File: config.mk
export PLATFORM = sky130hd
export DESIGN_NAME = sat_add_arbiter_flat
export DESIGN_NICKNAME = d
export VERILOG_FILES = /design/src/rtl/sat_add_arbiter_pkg.sv /design/src/rtl/sat_add_arbiter_if.sv /design/src/rtl/sat_add_arbiter_rr.sv /design/src/rtl/sat_add_arbiter.sv /design/src/flat_wrapper.sv
export SDC_FILE = /design/constraint.sdc
export NUM_CORES = 1
export LEC_CHECK = 0
export ABC_AREA = 1
export CAP_MARGIN = 10
export CORE_MARGIN = 2
export CORE_UTILIZATION = 44
export DETAILED_ROUTE_END_ITERATION = 8
export PLACE_DENSITY = 0.79
export SLEW_MARGIN = 10
export SYNTH_ARGS = -nofsm -noshare
export SYNTH_HDL_FRONTEND = slang
export SYNTH_SLANG_ARGS = --single-unit
File: constraint.sdc
create_clock -name clk -period 2.2 [get_ports clk]
set_input_delay 0.44 -clock clk [delete_from_list [all_inputs] [get_ports clk]]
set_output_delay 0.44 -clock clk [all_outputs]
set_load 0.02 [all_outputs]
File: src/rtl/sat_add_arbiter_pkg.sv
`default_nettype none
// +----------------------------------------------------------------------------+
// | Package    : sat_add_pkg                                                    |
// | Description: Saturation helpers shared by the arbitrated saturating adder.  |
// | Revision   : 1.0 - initial release                                          |
// +----------------------------------------------------------------------------+
package sat_add_pkg;

  // Largest value representable in a signed field of out_width bits.
  function automatic int sat_max(input int out_width);
    return (1 << (out_width - 1)) - 1;
  endfunction

  // Smallest value representable in a signed field of out_width bits.
  function automatic int sat_min(input int out_width);
    return -(1 << (out_width - 1));
  endfunction

  // Clip a wide signed sum into out_width bits.
  // Returns {sat, value}; value is sign-extended to 32 bits so the caller
  // slices the low out_width bits.
  function automatic logic [32:0] sat_clip(input int sum, input int out_width);
    logic [32:0] res;
    if (sum > sat_max(out_width)) begin
      res = {1'b1, sat_max(out_width)};
    end else if (sum < sat_min(out_width)) begin
      res = {1'b1, sat_min(out_width)};
    end else begin
      res = {1'b0, sum};
    end
    return res;
  endfunction

endpackage : sat_add_pkg
`default_nettype wire

File: src/rtl/sat_add_arbiter_if.sv
`default_nettype none
// +----------------------------------------------------------------------------+
// | Interface  : sat_add_arbiter_if                                             |
// | Description: Per-requester request channels and the shared response port.  |
// | Revision   : 1.0 - initial release                                          |
// +----------------------------------------------------------------------------+
interface sat_add_arbiter_if #(
  parameter int NUM_REQ   = 4,
  parameter int IN_WIDTH  = 8,
  parameter int OUT_WIDTH = 4
);
  localparam int ID_W = $clog2(NUM_REQ);

  logic [NUM_REQ-1:0]               req_valid;
  logic [NUM_REQ-1:0]               req_ready;
  logic [NUM_REQ-1:0][IN_WIDTH-1:0] req_a;
  logic [NUM_REQ-1:0][IN_WIDTH-1:0] req_b;
  logic                             rsp_valid;
  logic                             rsp_ready;
  logic [ID_W-1:0]                  rsp_id;
  logic [OUT_WIDTH-1:0]             rsp_sum;
  logic                             rsp_sat;

  // Requesters plus the downstream consumer.
  modport master (
    output req_valid, req_a, req_b, rsp_ready,
    input  req_ready, rsp_valid, rsp_id, rsp_sum, rsp_sat
  );

  // The shared adder.
  modport slave (
    input  req_valid, req_a, req_b, rsp_ready,
    output req_ready, rsp_valid, rsp_id, rsp_sum, rsp_sat
  );
endinterface : sat_add_arbiter_if
`default_nettype wire

File: src/rtl/sat_add_arbiter_rr.sv
`default_nettype none
// +----------------------------------------------------------------------------+
// | Module     : rr_arbiter                                                     |
// | Description: Round-robin grant; the pointer moves past the winner only     |
// |              when the grant is actually taken.                             |
// | Revision   : 1.0 - initial release                                          |
// +----------------------------------------------------------------------------+
module rr_arbiter #(
  parameter int NUM_REQ = 4
) (
  input  wire logic                       clk,
  input  wire logic                       rst_b,
  input  wire logic [NUM_REQ-1:0]         req,
  input  wire logic                       advance,
  output logic      [NUM_REQ-1:0]         grant,
  output logic      [$clog2(NUM_REQ)-1:0] grant_idx
);
  localparam int ID_W = $clog2(NUM_REQ);

  logic [ID_W-1:0] r_ptr;
  logic            w_found;
  int              w_idx;

  // Pick the first active request at or above the pointer, wrapping around.
  always_comb begin
    grant     = '0;
    grant_idx = '0;
    w_found   = 1'b0;
    w_idx     = 0;
    for (int i = 0; i < NUM_REQ; i++) begin
      w_idx = int'(r_ptr) + i;
      if (w_idx >= NUM_REQ) w_idx = w_idx - NUM_REQ;
      if (!w_found && req[w_idx]) begin
        w_found      = 1'b1;
        grant[w_idx] = 1'b1;
        grant_idx    = ID_W'(w_idx);
      end
    end
  end

  // Pointer lands just after the winner, and only when the transfer happens.
  always_ff @(posedge clk or negedge rst_b) begin
    if (!rst_b) begin
      r_ptr <= '0;
    end else if (advance && w_found) begin
      r_ptr <= (int'(grant_idx) == NUM_REQ - 1) ? '0 : grant_idx + 1'b1;
    end
  end

endmodule : rr_arbiter
`default_nettype wire

File: src/rtl/sat_add_arbiter.sv
`default_nettype none
// +----------------------------------------------------------------------------+
// | Module     : sat_add_arbiter                                                |
// | Description: Round-robin shared two-stage signed saturating adder with     |
// |              tagged responses and a sticky saturation event counter.       |
// | Revision   : 1.0 - initial release                                          |
// +----------------------------------------------------------------------------+
module sat_add_arbiter #(
  parameter int NUM_REQ   = 4,
  parameter int IN_WIDTH  = 8,
  parameter int OUT_WIDTH = 4,
  parameter int CNT_WIDTH = 16
) (
  input  wire logic                 clk,
  input  wire logic                 rst_b,
  sat_add_arbiter_if.slave          bus,
  output logic      [CNT_WIDTH-1:0] sat_count
);
  import sat_add_pkg::*;

  localparam int ID_W = $clog2(NUM_REQ);

  // Stage payloads; widths follow the instance parameters, so they live here.
  typedef struct packed {
    logic [ID_W-1:0]            id;
    logic signed [IN_WIDTH-1:0] a;
    logic signed [IN_WIDTH-1:0] b;
  } s1_t;

  typedef struct packed {
    logic [ID_W-1:0]      id;
    logic [OUT_WIDTH-1:0] sum;
    logic                 sat;
  } s2_t;

  logic                 r_s1_valid;
  s1_t                  r_s1;
  logic                 r_s2_valid;
  s2_t                  r_s2;
  logic [CNT_WIDTH-1:0] r_sat_count;

  logic                 w_s2_adv;
  logic                 w_s1_adv;
  logic                 w_accept;
  logic [NUM_REQ-1:0]   w_grant;
  logic [ID_W-1:0]      w_grant_idx;
  int                   w_sum;
  logic [32:0]          w_clip;
  logic                 w_unused_clip;

  // S2 frees up when empty or drained; S1 can move whenever S2 makes room.
  assign w_s2_adv = !r_s2_valid || bus.rsp_ready;
  assign w_s1_adv = !r_s1_valid || w_s2_adv;
  assign w_accept = (|bus.req_valid) && w_s1_adv;

  rr_arbiter #(
    .NUM_REQ (NUM_REQ)
  ) u_rr (
    .clk       (clk),
    .rst_b     (rst_b),
    .req       (bus.req_valid),
    .advance   (w_s1_adv),
    .grant     (w_grant),
    .grant_idx (w_grant_idx)
  );

  // Ready is the grant, gated only by whether S1 can take a new entry.
  assign bus.req_ready = w_grant & {NUM_REQ{w_s1_adv}};

  // Full-precision sum (never overflows 32 bits) then clip to OUT_WIDTH.
  assign w_sum         = int'($signed(r_s1.a)) + int'($signed(r_s1.b));
  assign w_clip        = sat_clip(w_sum, OUT_WIDTH);
  assign w_unused_clip = ^w_clip[31:OUT_WIDTH];

  // S1: capture the granted requester's operands and its index.
  always_ff @(posedge clk or negedge rst_b) begin
    if (!rst_b) begin
      r_s1_valid <= 1'b0;
      r_s1       <= '0;
    end else if (w_s1_adv) begin
      r_s1_valid <= w_accept;
      if (w_accept) begin
        r_s1.id <= w_grant_idx;
        r_s1.a  <= bus.req_a[w_grant_idx];
        r_s1.b  <= bus.req_b[w_grant_idx];
      end
    end
  end

  // S2: register the clipped result; held untouched while stalled.
  always_ff @(posedge clk or negedge rst_b) begin
    if (!rst_b) begin
      r_s2_valid <= 1'b0;
      r_s2       <= '0;
    end else if (w_s2_adv) begin
      r_s2_valid <= r_s1_valid;
      if (r_s1_valid) begin
        r_s2.id  <= r_s1.id;
        r_s2.sum <= w_clip[OUT_WIDTH-1:0];
        r_s2.sat <= w_clip[32];
      end
    end
  end

  // Count delivered saturated responses, sticking at all-ones.
  always_ff @(posedge clk or negedge rst_b) begin
    if (!rst_b) begin
      r_sat_count <= '0;
    end else if (r_s2_valid && bus.rsp_ready && r_s2.sat && (r_sat_count != '1)) begin
      r_sat_count <= r_sat_count + 1'b1;
    end
  end

  assign bus.rsp_valid = r_s2_valid;
  assign bus.rsp_id    = r_s2.id;
  assign bus.rsp_sum   = r_s2.sum;
  assign bus.rsp_sat   = r_s2.sat;
  assign sat_count     = r_sat_count;

endmodule : sat_add_arbiter
`default_nettype wire

File: src/flat_wrapper.sv
// flat-port wrapper written by rule: the top's interface ports become plain ports
module sat_add_arbiter_flat import sat_add_pkg::*;
#(
  parameter int NUM_REQ   = 4,
  parameter int IN_WIDTH  = 8,
  parameter int OUT_WIDTH = 4,
  parameter int CNT_WIDTH = 16
)
  (clk, rst_b, sat_count, bus_req_valid, bus_req_a, bus_req_b, bus_rsp_ready, bus_req_ready, bus_rsp_valid, bus_rsp_id, bus_rsp_sum, bus_rsp_sat);
  sat_add_arbiter_if #(.NUM_REQ(NUM_REQ), .IN_WIDTH(IN_WIDTH), .OUT_WIDTH(OUT_WIDTH)) bus_i ();
  input  wire logic clk;
  input  wire logic rst_b;
  output logic      [CNT_WIDTH-1:0] sat_count;
  input wire logic [$bits(bus_i.req_valid)-1:0] bus_req_valid;
  input wire logic [$bits(bus_i.req_a)-1:0] bus_req_a;
  input wire logic [$bits(bus_i.req_b)-1:0] bus_req_b;
  input wire logic [$bits(bus_i.rsp_ready)-1:0] bus_rsp_ready;
  output wire logic [$bits(bus_i.req_ready)-1:0] bus_req_ready;
  output wire logic [$bits(bus_i.rsp_valid)-1:0] bus_rsp_valid;
  output wire logic [$bits(bus_i.rsp_id)-1:0] bus_rsp_id;
  output wire logic [$bits(bus_i.rsp_sum)-1:0] bus_rsp_sum;
  output wire logic [$bits(bus_i.rsp_sat)-1:0] bus_rsp_sat;
  assign bus_i.req_valid = bus_req_valid;
  assign bus_i.req_a = bus_req_a;
  assign bus_i.req_b = bus_req_b;
  assign bus_i.rsp_ready = bus_rsp_ready;
  assign bus_req_ready = bus_i.req_ready;
  assign bus_rsp_valid = bus_i.rsp_valid;
  assign bus_rsp_id = bus_i.rsp_id;
  assign bus_rsp_sum = bus_i.rsp_sum;
  assign bus_rsp_sat = bus_i.rsp_sat;
  sat_add_arbiter #(.NUM_REQ(NUM_REQ), .IN_WIDTH(IN_WIDTH), .OUT_WIDTH(OUT_WIDTH), .CNT_WIDTH(CNT_WIDTH)) u_core (.clk(clk), .rst_b(rst_b), .bus(bus_i), .sat_count(sat_count));
endmodule
## Yosys cells after proc, flatten, opt, wreduce, memory -nomap -nowiden

Cells that the tools add are included.

| operators by class | value |
|---|---|
| add/subtract/negate cells | 10 |
| bitwise logic cells | 4 |
| reduce and logical (&&, ||, !) cells | 22 |
| equal/unequal tests | 2 |
| mux-type cells | 43 |
| magnitude comparators | 15 |

Operators with widths:

| cell | count |
|---|---|
| less-than comparator 32 x 4 -> 1 bit (second input constant) | 5 |
| >= comparator 32 x 1 -> 1 bit (second input constant) | 4 |
| two-way mux 32 bit | 4 |
| two-way mux 33 bit | 2 |
| binary-select mux 8 bit (select 2 bit) | 2 |
| > comparator 32 x 4 -> 1 bit (second input constant) | 1 |
| adder 16 x 1 -> 16 bit (second input constant) | 1 |
| two-way mux 1 bit | 16 |
| two-way mux 4 bit | 4 |
| two-way mux 8 bit | 2 |
| != test 16 bit (second input constant) | 1 |
| logical AND 1 bit | 12 |
| OR 4 bit | 3 |
| subtractor 3 x 3 -> 4 bit (second input constant) | 3 |
| two-way mux 2 bit | 5 |
| adder 8 x 8 -> 9 bit | 1 |
| >= comparator 3 bit (second input constant) | 3 |
| binary-select mux 1 bit (select 2 bit) | 4 |
| demux 1 bit (select 2 bit) | 4 |
| adder 2 x 2 -> 3 bit (second input constant) | 2 |
| zero test 1 bit | 5 |
| AND 4 bit | 1 |
| AND reduction 2 bit | 2 |
| OR reduction 4 bit | 1 |
| other kinds (7) | 8 |

| word-level totals | value |
|---|---|
| logic and storage cells | 106 |
| flip-flop bits (word level) | 45 |
| bits of input ports | 71 |
| output and inout bits | 28 |

## Depth between registers and ports, before layout

Gate-level depths: netlist of the first run.

| depth | value |
|---|---|
| word-level depth | 17 |
| mapped depth | 17 |
| mapped depth without buffers | 15 |

## Modules after synthesis

Synthesis of the first run repeated with hierarchy kept, for this count alone.

| second synthesis, totals | value |
|---|---|
| cell total of the unflattened synthesis | 478 |
| area, all modules | 3350.7 µm² |

Modules (own cells, without submodules):

| module | instances | cells an instance | seq. area each (µm²) | area each (µm²) |
|---|---|---|---|---|
| sat_add_arbiter | 1 | 380 | 1076.0 | 2767.7 |
| rr_arbiter | 1 | 98 | 50.0 | 583.1 |

## Worst setup path after synthesis of the first run

OpenSTA, ideal clock, no wires.

| timing | value |
|---|---|
| path kind | reg-to-reg |
| from | register u_core.u_rr.r_ptr[0] |
| to | register u_core.u_rr.r_ptr[1] |
| clock period less this slack | 2276 ps |
| library setup time | 134 ps |
| stages on the path, launching flop included | 15 |
| data required time | 2066 ps |
| data arrival time | 2142 ps |
| path buffers | 2 |
| setup slack | -76 ps |
| path through | dfrtp_1 buf_6 inv_8 ha_1 inv_2 nand3_1 nand2_1 a21oi_1 nand2_2 nand2_4 buf_4 inv_2 ha_1 nand2_1 o21ai_0 |

| between the ends | value |
|---|---|
| cells in the longest elaborated chain, start to end | 17 |
| elaborated cells between the ends (all ways) | 45 |
| those cells by class | add/sub (8); order compare (4); eq/ne (1); mux (25); reduce/logical (7) |

RTL lines:

| what | RTL line | source |
|---|---|---|
| from (decl) | sat_add_arbiter_rr.sv:20 | `logic [ID_W-1:0] r_ptr;` |
| from (signal assigned) | sat_add_arbiter_rr.sv:46 | `r_ptr <= (int'(grant_idx) == NUM_REQ - 1) ? '0 : grant_idx + 1'b1;` |
| branches (longest 14 deep; another with subtractor 3 x 3 -> 4 bit) | - |  |
| two-way mux 2 bit (*) | sat_add_arbiter_rr.sv:33 | `if (!w_found && req[w_idx]) begin` |
| net u_core.u_rr.grant_idx[0] | sat_add_arbiter_rr.sv:16 | `output logic [$clog2(NUM_REQ)-1:0] grant_idx` |
| adder 2 x 1 -> 2 bit / == test 2 x 1 -> 1 bit (equally long branches) | sat_add_arbiter_rr.sv:46 |  |
| two-way mux 2 bit (*) | sat_add_arbiter_rr.sv:46 |  |

Mark *: on every way through the listed nets, which the timed path passes. The select of a mux whose other input is x is not followed.
A chain may end at the register's enable or synchronous reset.

## Final worst setup path of the first run

| timing | value |
|---|---|
| from | register u_core.u_rr.r_ptr[0] |
| to | output bus_req_ready[1] |

| between the ends | value |
|---|---|
| cells in the longest elaborated chain, start to end | 16 |
| elaborated cells between the ends (all ways) | 64 |
| those cells by class | add/sub (7); order compare (12); mux (31); bitwise (4); reduce/logical (10) |

RTL lines:

| what | RTL line | source |
|---|---|---|
| branches (longest 14 deep; another with >= comparator 32 x 1 -> 1 bit) | - |  |
| two-way mux 4 bit (*) | sat_add_arbiter_rr.sv:33 |  |
| AND 4 bit (*) | sat_add_arbiter.sv:68 | `assign bus.req_ready = w_grant & {NUM_REQ{w_s1_adv}};` |
| to (decl) | flat_wrapper.sv:18 | `output wire logic [$bits(bus_i.req_ready)-1:0] bus_req_ready;` |

Every way passes the cells marked *. The select of a mux whose other input is x is not followed.

==> reports/results.txt, run 1 <==
Ys flop type = dfrtp_1
Distinct cells, synth = 36
Synth area leader = dfrtp_1
CP Capture Point = bus_req_ready[1]
Hold slack = 192 ps
P per Cell Area = 1750 mW/mm^2
Most common cell in the netlist = nand2_1
Worst r2r path cells = 15
H-tree Lvls = 2
Clock buffer depth = 2
WL final = 9.93 mm
Fmax = 406 MHz
Final Wtd Congestion = 0.925
Synth Area per Inst = 6.78 sq um
Pleak = 2.61 nW
Headroom to the max-slew limit = 55.1%
CP arrival = 2020 ps
Fin area = 0.00528 sq mm
Top Metal Used = met4
FF+latch count, synth = 45
Worst Tran Pin Value = 672 ps
Vias = 3797
HPWL after DPL = 6.81 mm
Most frequent cells after synthesis = 226 x nand2_1, 70 x nand3_1, 45 x dfrtp_1, 34 x inv_1, 20 x nor2_1
CP required = 1760 ps
Ys async rst share = 100%
Global-route wire length before repair = 15.7 mm
Die Span Y = 93.4 um
CP startpoint = u_core.u_rr.r_ptr[0]
Clock Pin Slew Worst Setup and Hold Paths = 90 ps
Final Hold Viols = 0
Slew Limit Fails = 0
Die area = 0.00873 sq mm
Total track usage = 21.9%
Place WS = -732 ps
Seq/Total Area, Yosys = 32.0%
Met3 wire len = 623 um
Final Power = 9.21 mW
Synthesis-to-layout area growth = 49.9%
CP Capture Type = primary output
Antenna Nets Post-Route = 0
Number of synthesis warnings = 0
Metal-1 WL = 4.31 mm
FF-to-FF setup slack = -200 ps
Num CTS Buffers = 5
Worst Hold Class = input port to asynchronous set/reset pin
Failing checks = negative setup slack
Vias in the first global route = 3566
Remaining DRCs = 0
Worst setup SP type = register
Outcome = finished, violations left
Reg2reg start = u_core.u_rr.r_ptr[0]
Setup Skew = 6.90 ps
Die width = 93.4 um
Worst Path Max Fanout = 7
1st-pass router iterations = 4
I/O pins = 99
Largest net degree at the start of global routing = 46
Clock sinks = 45
Final setup viols = 23
Worst VDD drop = 0.773 mV
Root Buffer = clkbuf_8
Post-synth EDFFs = 0
Top cell type's share of synthesized area = 32.0%
Placeable Area = 0.00773 sq mm
RSZ-0062 raised after global routing = yes
Initial Utilization = 45.5%
Fraction of layout cells with a size suffix above 1 = 18.9%
Synth Instances = 519
Gr ovfl total = 0
Mapped Area = 0.00352 sq mm
Initial antenna violation count = 0
Cell Rows = 32
Clock Latency Late Sink = 300 ps
DRT iter0 DRCs = 191
Wire per inst = 13.2 um
Layout Utilization = 68.3%
Maxcap violations = 0
Period utilisation layout = 112%
Antenna Cells = 0
Clock tree from TritonCTS = yes
Area after DPL = 0.00475 sq mm
Synth top area cells = dfrtp_1 32%, nand2_1 24%, nand3_1 10%, ha_1 5.0%, inv_1 3.6%
Reg2reg end = u_core.u_rr.r_ptr[1]
Input/output buffers = 98
Min Tclk post-route = 2460 ps
Fin worst setup slack = -264 ps
Final net count = 736
Avg Vias per Cell = 5.05
Met2 routed WL = 4.74 mm
Syn nets = 605
Critical path class = register to primary output
-- cells in the final DEF, fill, tap and decap left out, types with 3 or more instances in the layout --
cell type        instances
nor3_1                   7
nand4_1                  5
clkbuf_8                 5
xor2_1                   6
buf_12                   5
nand3_2                  3
nand3_1                 67
buf_6                    8
dlygate4sd2_1            4
dfrtp_1                 44
inv_2                    9
a21oi_1                  9
nand3_4                  3
a21oi_2                  4
ha_1                    11
a21boi_2                 3
buf_4                   28
nand2_1                216
o21ai_1                  7
nor2_1                  17
nand2_8                  3
o21ai_0                  5
xnor2_1                 10
inv_1                   27
nand2_4                 10
clkdlybuf4s50_1         89
nand2_2                 12
-- stage by stage --
| stage | std cells | TNS, ps |
|---|---|---|
| floorplan | 519 | 0 |
| global placement | 727 | -4780 |
| detailed placement | 727 | -7020 |
| CTS | 743 | -647 |
| global route | 752 | -4920 |
| finish | 752 | -2680 |
-- critical path: stages, from the launching register on --
cell,delay [ps]
dfrtp_2,470
buf_8,160
nand2_4,70
nand2_4,60
nand2_4,100
nand2_8,90
buf_12,140
nor2_8,90
nand3_4,110
o21ai_1,140
nand2_1,70
inv_1,100
buf_6,120
-- layer usage --
layer / vias up / track usage [%]
li1: 1925 / -
met1: 1699 / 27.3
met2: 147 / 37.4
met3: 26 / 3.79
met4: 0 / 8.82
met5: - / 0
-- power breakdown --
group / internal (mW) / switching, mW
logic: 3.12 / 4.08
clock network: 0.330 / 0.278
registers: 1.16 / 0.242
-- state kept, by name (all words and copies together) (netlist names) --
register              flops
u_core.u_rr.r_ptr         2
u_core.bus.rsp_sat        1
u_core.bus.rsp_id         2
u_core.r_s1_valid         1
u_core.bus.rsp_valid      1
u_core.r_s1              18
u_core.sat_count         16
u_core.bus.rsp_sum        4
-- worst min path at each step --
stage,to,from,cells past startpoint,slack (ps)
finish,u_core.sat_count[10],rst_b,2,190
global route,u_core.sat_count[8],rst_b,2,240
CTS,u_core.sat_count[8],rst_b,2,220
detailed placement,u_core.bus.rsp_id[1],u_core.r_s1[17],2,470
global placement,u_core.bus.rsp_id[1],u_core.r_s1[17],2,470
floorplan,u_core.bus.rsp_id[0],rst_b,0,140
-- cells by family (layout without fill, tap and decap cells) --
logic type | Yosys count | after routing | synth area share [%]
simple gates | 349 | 350 | 44.0
fa+ha+maj | 15 | 15 | 5.55
xor+xnor | 16 | 16 | 3.98
mux | 1 | 1 | 0.320
compound gates | 37 | 37 | 6.26
flops | 45 | 45 | 32.0
buf+inv | 56 | 186 | 7.89
-- what timing repair did --
action                                  in CTS  in global routing
resized for setup                           55                 47
pin swaps                                    9                 21
cloned                                       1                  2
setup buffers                                8                  7
hold buffers                                 0                  0
endpoints found under the setup margin       8                 22
-- area by class of cell --
class	count	area, sq um
timing repair buffer	139	1420
fill	602	2450
inverter	40	170
multi-input combinational	419	2330
tap	102	128
clock buffer	5	68.8
sequential	45	1130
clock inverter	2	35.0
(Power assumes the default switching activity.)
==> inputs of run 2 (changes only) <==
--- a/config.mk
+++ b/config.mk
@@ -11,6 +11,7 @@
 export CORE_UTILIZATION = 44
 export DETAILED_ROUTE_END_ITERATION = 8
 export PLACE_DENSITY = 0.79
+export SKIP_CTS_REPAIR_TIMING = 1
 export SLEW_MARGIN = 10
 export SYNTH_ARGS = -nofsm -noshare
 export SYNTH_HDL_FRONTEND = slang
==> run 2 against run 1 <==
  * The flow still finishes with violations (negative setup slack)
  * Setup slack improved by 22 ps
  * Power fell by 5.6%
  * Die area unchanged
  * Cell area down 2.8%
  * Worst hold slack improved by 5.5 ps
  * Sequential power hardly changed
  * Routed wire length is 5.1% lower
  * Final cell count decreased by 1.2%
  * Clock skew increased by 1.6 ps
  * Clock-buffer cell count did not move
  * Highest routed layer unchanged
==> reports/results.txt, run 2 (same netlist as run 1, synthesis figures left out) <==
I/O pins = 99
HPWL after DPL = 6.81 mm
Top Metal Used = met4
Fraction of layout cells with a size suffix above 1 = 16.1%
Switching Share = 50.0%
WL final = 9.42 mm
FF-to-FF setup slack = 10 ps
Metal-1 WL = 4.07 mm
Placeable Area = 0.00773 sq mm
Commonest cells after routing, fill and taps aside = 220 x nand2_1, 89 x clkdlybuf4s50_1, 67 x nand3_1
Vias = 3781
Worst Tran Pin Value = 635 ps
Final setup viols = 4
Final net count = 727
Global-route wire length before repair = 14.9 mm
Clock tree from TritonCTS = yes
Sequential share of power = 16.1%
Vias in the first global route = 3429
Failing checks = negative setup slack
Clk network pwr share = 6.9%
Headroom to the max-slew limit = 57.6%
Num CTS Buffers = 5
Hold slack = 197 ps
Worst Path Max Fanout = 5
Top cell family by delay on the critical path = simple AND/OR/NAND/NOR gates
Biggest register = u_core.r_s1
Fmax = 409 MHz
Setup Skew = 8.51 ps
Die width = 93.4 um
Worst VDD drop = 0.742 mV
Clock sinks = 45
Crit-path most repeated cell = nand2_4
Worst setup SP type = register
Final Wtd Congestion = 0.925
Layout Utilization = 66.3%
Met2 routed WL = 4.45 mm
Outcome = finished, violations left
Most common cell after layout, fill and taps aside = nand2_1
Gr ovfl total = 0
P per Cell Area = 1700 mW/mm^2
Slew Limit Fails = 0
Maxcap violations = 0
Internal cell power = 4.35 mW
Initial Utilization = 45.5%
Final Power = 8.70 mW
Root Buffer = clkbuf_8
Final Hold Viols = 0
H-tree Lvls = 2
Worst r2r path cells = 11
Crit path cell chain = inv_8, buf_8, nand2_4, nand2_4, nand2_4, nand2_8, inv_6, nand3_4, o22ai_2, a21oi_1, o21ai_1, nand2_1, inv_1, buf_6
FILL cells = 618
Max FFs per register = 18
Reg2reg start = u_core.r_s1[0]
Synthesis-to-layout area growth = 45.6%
Total track usage = 20.7%
Critical path class = register to primary output
RSZ-0062 raised after global routing = yes
Initial antenna violation count = 0
Clock Pin Slew Worst Setup and Hold Paths = 90 ps
CP max-delay cell = dfrtp_2
Reg2reg end = u_core.bus.rsp_sum[0]
Wire per inst = 12.7 um
Clock buffer depth = 2
Die Span Y = 93.4 um
P_sw = 4.35 mW
Remaining DRCs = 0
Combinational share of power = 77.0%
Pleak = 2.56 nW
Clock Latency Late Sink = 300 ps
Antenna Nets Post-Route = 0
CP arrival = 2000 ps
CP required = 1760 ps
Min Tclk post-route = 2440 ps
Worst Hold Class = input port to asynchronous set/reset pin
Avg Vias per Cell = 5.09
CP max stage delay = 460 ps
Fin worst setup slack = -242 ps
Period utilisation layout = 111%
Input/output buffers = 98
Largest net degree at the start of global routing = 46
WP buf/inv = 5
Met3 wire len = 654 um
CP Capture Type = primary output
DRT iter0 DRCs = 205
Cell Rows = 32
1st-pass router iterations = 5
Die area = 0.00873 sq mm
Antenna Cells = 0
==> run 2: cell count changes in the layout (fill, tap and decap cells not counted), moves of 2 or more <==
cell | before | now
nand2_4 | 10 | 6
nand2_8 | 3 | 1
nand2_1 | 216 | 220
buf_6 | 8 | 3
inv_1 | 27 | 31
buf_4 | 28 | 26
inv_2 | 9 | 6
dlygate4sd2_1 | 4 | 0
dlymetal6s2s_1 | 0 | 4
o21ai_2 | 2 | 0
==> run 2: routing by layer <==
layer	vias to the layer above	track usage [%]
met5	-	0
met4	0	7.35
met3	31	3.63
met2	166	35.7
met1	1682	25.9
li1	1902	-
==> run 2: per-stage QoR <==
step | instance area, sq um | setup WS [ps] | TNS [ps] | cells
4_1_cts | 4850 | -739 | -3150 | 734
2_1_floorplan | 3530 | 14.3 | 0 | 519
6_report | 5130 | -242 | -887 | 743
3_3_place_gp | 4750 | -639 | -4780 | 727
3_5_place_dp | 4750 | -732 | -7020 | 727
5_1_grt | 5130 | -328 | -2600 | 743
==> run 2: final cells by class <==
class	count	area [sq um]	area share, %
Multi-Input combinational cell	418	2270	44.2
Inverter	40	165	3.22
Sequential cell	45	1130	22.0
Timing Repair Buffer	131	1340	26.0
Clock inverter	2	35.0	0.683
Clock buffer	5	68.8	1.34
Tap cell	102	128	2.49
==> run 2: how the worst max path moves through the flow <==
stage / cells past startpoint / slack [ps] / to / startpoint
final: 14 / -240 / bus_req_ready[2] / u_core.u_rr.r_ptr[0]
after global routing: 11 / -330 / bus_req_ready[3] / u_core.u_rr.r_ptr[0]
after CTS: 13 / -740 / bus_req_ready[0] / bus_req_valid[3]
after detailed placement: 12 / -730 / bus_req_ready[0] / bus_req_valid[3]
after global placement: 10 / -640 / bus_req_ready[3] / bus_req_valid[0]
after floorplan: 14 / 10 / u_core.u_rr.r_ptr[1] / u_core.u_rr.r_ptr[0]
==> run 2: power by group through the flow <==
stage	Combinational, mW	Sequential (mW)	Clock (mW)
detailed placement	5.76	1.41	0
global placement	5.62	1.41	0
CTS	5.80	1.40	0.619
global route	7.47	1.44	0.653
floorplan	4.11	1.50	0
finish	6.69	1.40	0.602
==> inputs of run 3 (changes only) <==
--- a/config.mk
+++ b/config.mk
@@ -16,3 +16,4 @@
 export SYNTH_ARGS = -nofsm -noshare
 export SYNTH_HDL_FRONTEND = slang
 export SYNTH_SLANG_ARGS = --single-unit
+export TNS_END_PERCENT = 30
==> run 3 against run 2 <==
  * The run still ends with negative setup slack left
  * Sequential cell count is the same
  * Worst hold slack gained 0.90 ps
  * Routed wire length shrank 2.0%
==> reports/results.txt, run 3 (same netlist as run 1, synthesis figures left out) <==
Critical path class = register to primary output
CP required = 1760 ps
Clock buffer depth = 2
Commonest cells after routing, fill and taps aside = 220 x nand2_1, 89 x clkdlybuf4s50_1, 67 x nand3_1
Fmax = 414 MHz
Biggest register = u_core.r_s1
Outcome = finished, violations left
Fin worst setup slack = -218 ps
Vias = 3748
Worst VDD drop = 0.774 mV
Final Hold Viols = 0
Most common cell after layout, fill and taps aside = nand2_1
Worst Path Max Fanout = 5
CP Capture Point = bus_req_ready[3]
Failing checks = negative setup slack
Period utilisation layout = 110%
Layout Utilization = 65.7%
Largest net degree at the start of global routing = 46
Min Tclk post-route = 2420 ps
Worst r2r path cells = 16
Reg2reg end = u_core.r_s1[1]
Final net count = 724
Headroom to the max-slew limit = 58.1%
WL final = 9.23 mm
Clock Pin Slew Worst Setup and Hold Paths = 90 ps
Wire per inst = 12.5 um
Num CTS Buffers = 5
Gr ovfl total = 0
CP startpoint = u_core.u_rr.r_ptr[0]
Antenna Cells = 0
Placed insts = 727
Vias in the first global route = 3429
Final Wtd Congestion = 0.925
Final Power = 8.42 mW
Crit-path most repeated cell = o21ai_1
HPWL after DPL = 6.81 mm
P per Cell Area = 1660 mW/mm^2
Max FFs per register = 18
Reg2reg start = u_core.u_rr.r_ptr[0]
H-tree Lvls = 2
Clock tree from TritonCTS = yes
Slew Limit Fails = 0
Total track usage = 20.7%
Antenna Nets Post-Route = 0
Clock sinks = 45
Worst setup SP type = register
Placeable Area = 0.00773 sq mm
Area after DPL = 0.00475 sq mm
Worst Hold Class = input port to asynchronous set/reset pin
Fin area = 0.00507 sq mm
Crit path cell chain = inv_8, ha_4, inv_4, nand3_4, nand2_4, nor2_4, a22oi_1, o21ai_1, o21ai_1, inv_1, buf_6
Setup Skew = 8.44 ps
Clock Latency Late Sink = 300 ps
Die area = 0.00873 sq mm
Maxcap violations = 0
Global-route wire length before repair = 14.9 mm
Pleak = 2.54 nW
Initial Utilization = 45.5%
DRT iter0 DRCs = 195
Cell Rows = 32
Sum Neg Setup Slack = -856 ps
FF-to-FF setup slack = 10 ps
Avg Vias per Cell = 5.06
I/O pins = 99
Worst Tran Pin Value = 627 ps
Final setup viols = 4
Initial antenna violation count = 0
1st-pass router iterations = 5
Die width = 93.4 um
Non-Filler Instances = 740
CP max stage delay = 460 ps
Fraction of layout cells with a size suffix above 1 = 15.5%
Root Buffer = clkbuf_8
RSZ-0062 raised after global routing = yes
Synthesis-to-layout area growth = 44.2%
Remaining DRCs = 0
CP max-delay cell = dfrtp_2
CP Capture Type = primary output
Die Span Y = 93.4 um
Input/output buffers = 98
CP arrival = 1980 ps
## run 3: power by group
| part | switching, mW | leakage, nW | internal [mW] |
|---|---|---|---|
| registers | 0.243 | 0.545 | 1.16 |
| clock network | 0.272 | 0.0540 | 0.330 |
| logic | 3.73 | 1.94 | 2.68 |
## run 3: critical path, delay by kind of cell, from the launching register on
kind | cells | cell delay (ps)
buffers and inverters | 4 | 350
and+or+nand+nor | 3 | 230
AOI/OAI and AO/OA | 3 | 410
adders and majority gates | 1 | 220
DFF | 1 | 460
## run 3: worst min path at each step
stage / depth (start not counted) / endpoint / start
6_report: 2 / u_core.sat_count[4] / rst_b
5_1_grt: 2 / u_core.sat_count[8] / rst_b
4_1_cts: 2 / u_core.sat_count[8] / rst_b
3_5_place_dp: 2 / u_core.bus.rsp_id[1] / u_core.r_s1[17]
3_3_place_gp: 2 / u_core.bus.rsp_id[1] / u_core.r_s1[17]
2_1_floorplan: 0 / u_core.bus.rsp_id[0] / rst_b
## run 3: layout make-up
cell class,count,area [sq um]
repair buffers,128,1290
well taps,102,128
flip-flops and latches,45,1130
multi-input cells,418,2250
clock inverters,2,35.0
fillers,632,2650
inverters,40,165
clock buffers,5,68.8
## run 3: metrics by stage
stage	hold WS [ps]	worst slack [ps]
finish	198	-218
global route	244	-344
CTS	222	-739
detailed placement	469	-732
global placement	467	-639
floorplan	144	14.3
## run 3: layer usage
| metal | vias to the layer above | wire length (um) | GRT usage (%) | share of wire [%] |
|---|---|---|---|---|
| li1 | 1895 | - | - | - |
| met1 | 1672 | 4110 | 25.9 | 44 |
| met2 | 158 | 4270 | 35.7 | 46 |
| met3 | 23 | 636 | 3.63 | 6.9 |
| met4 | 0 | 214 | 7.35 | 2.3 |
| met5 | - | 0 | 0 | 0 |
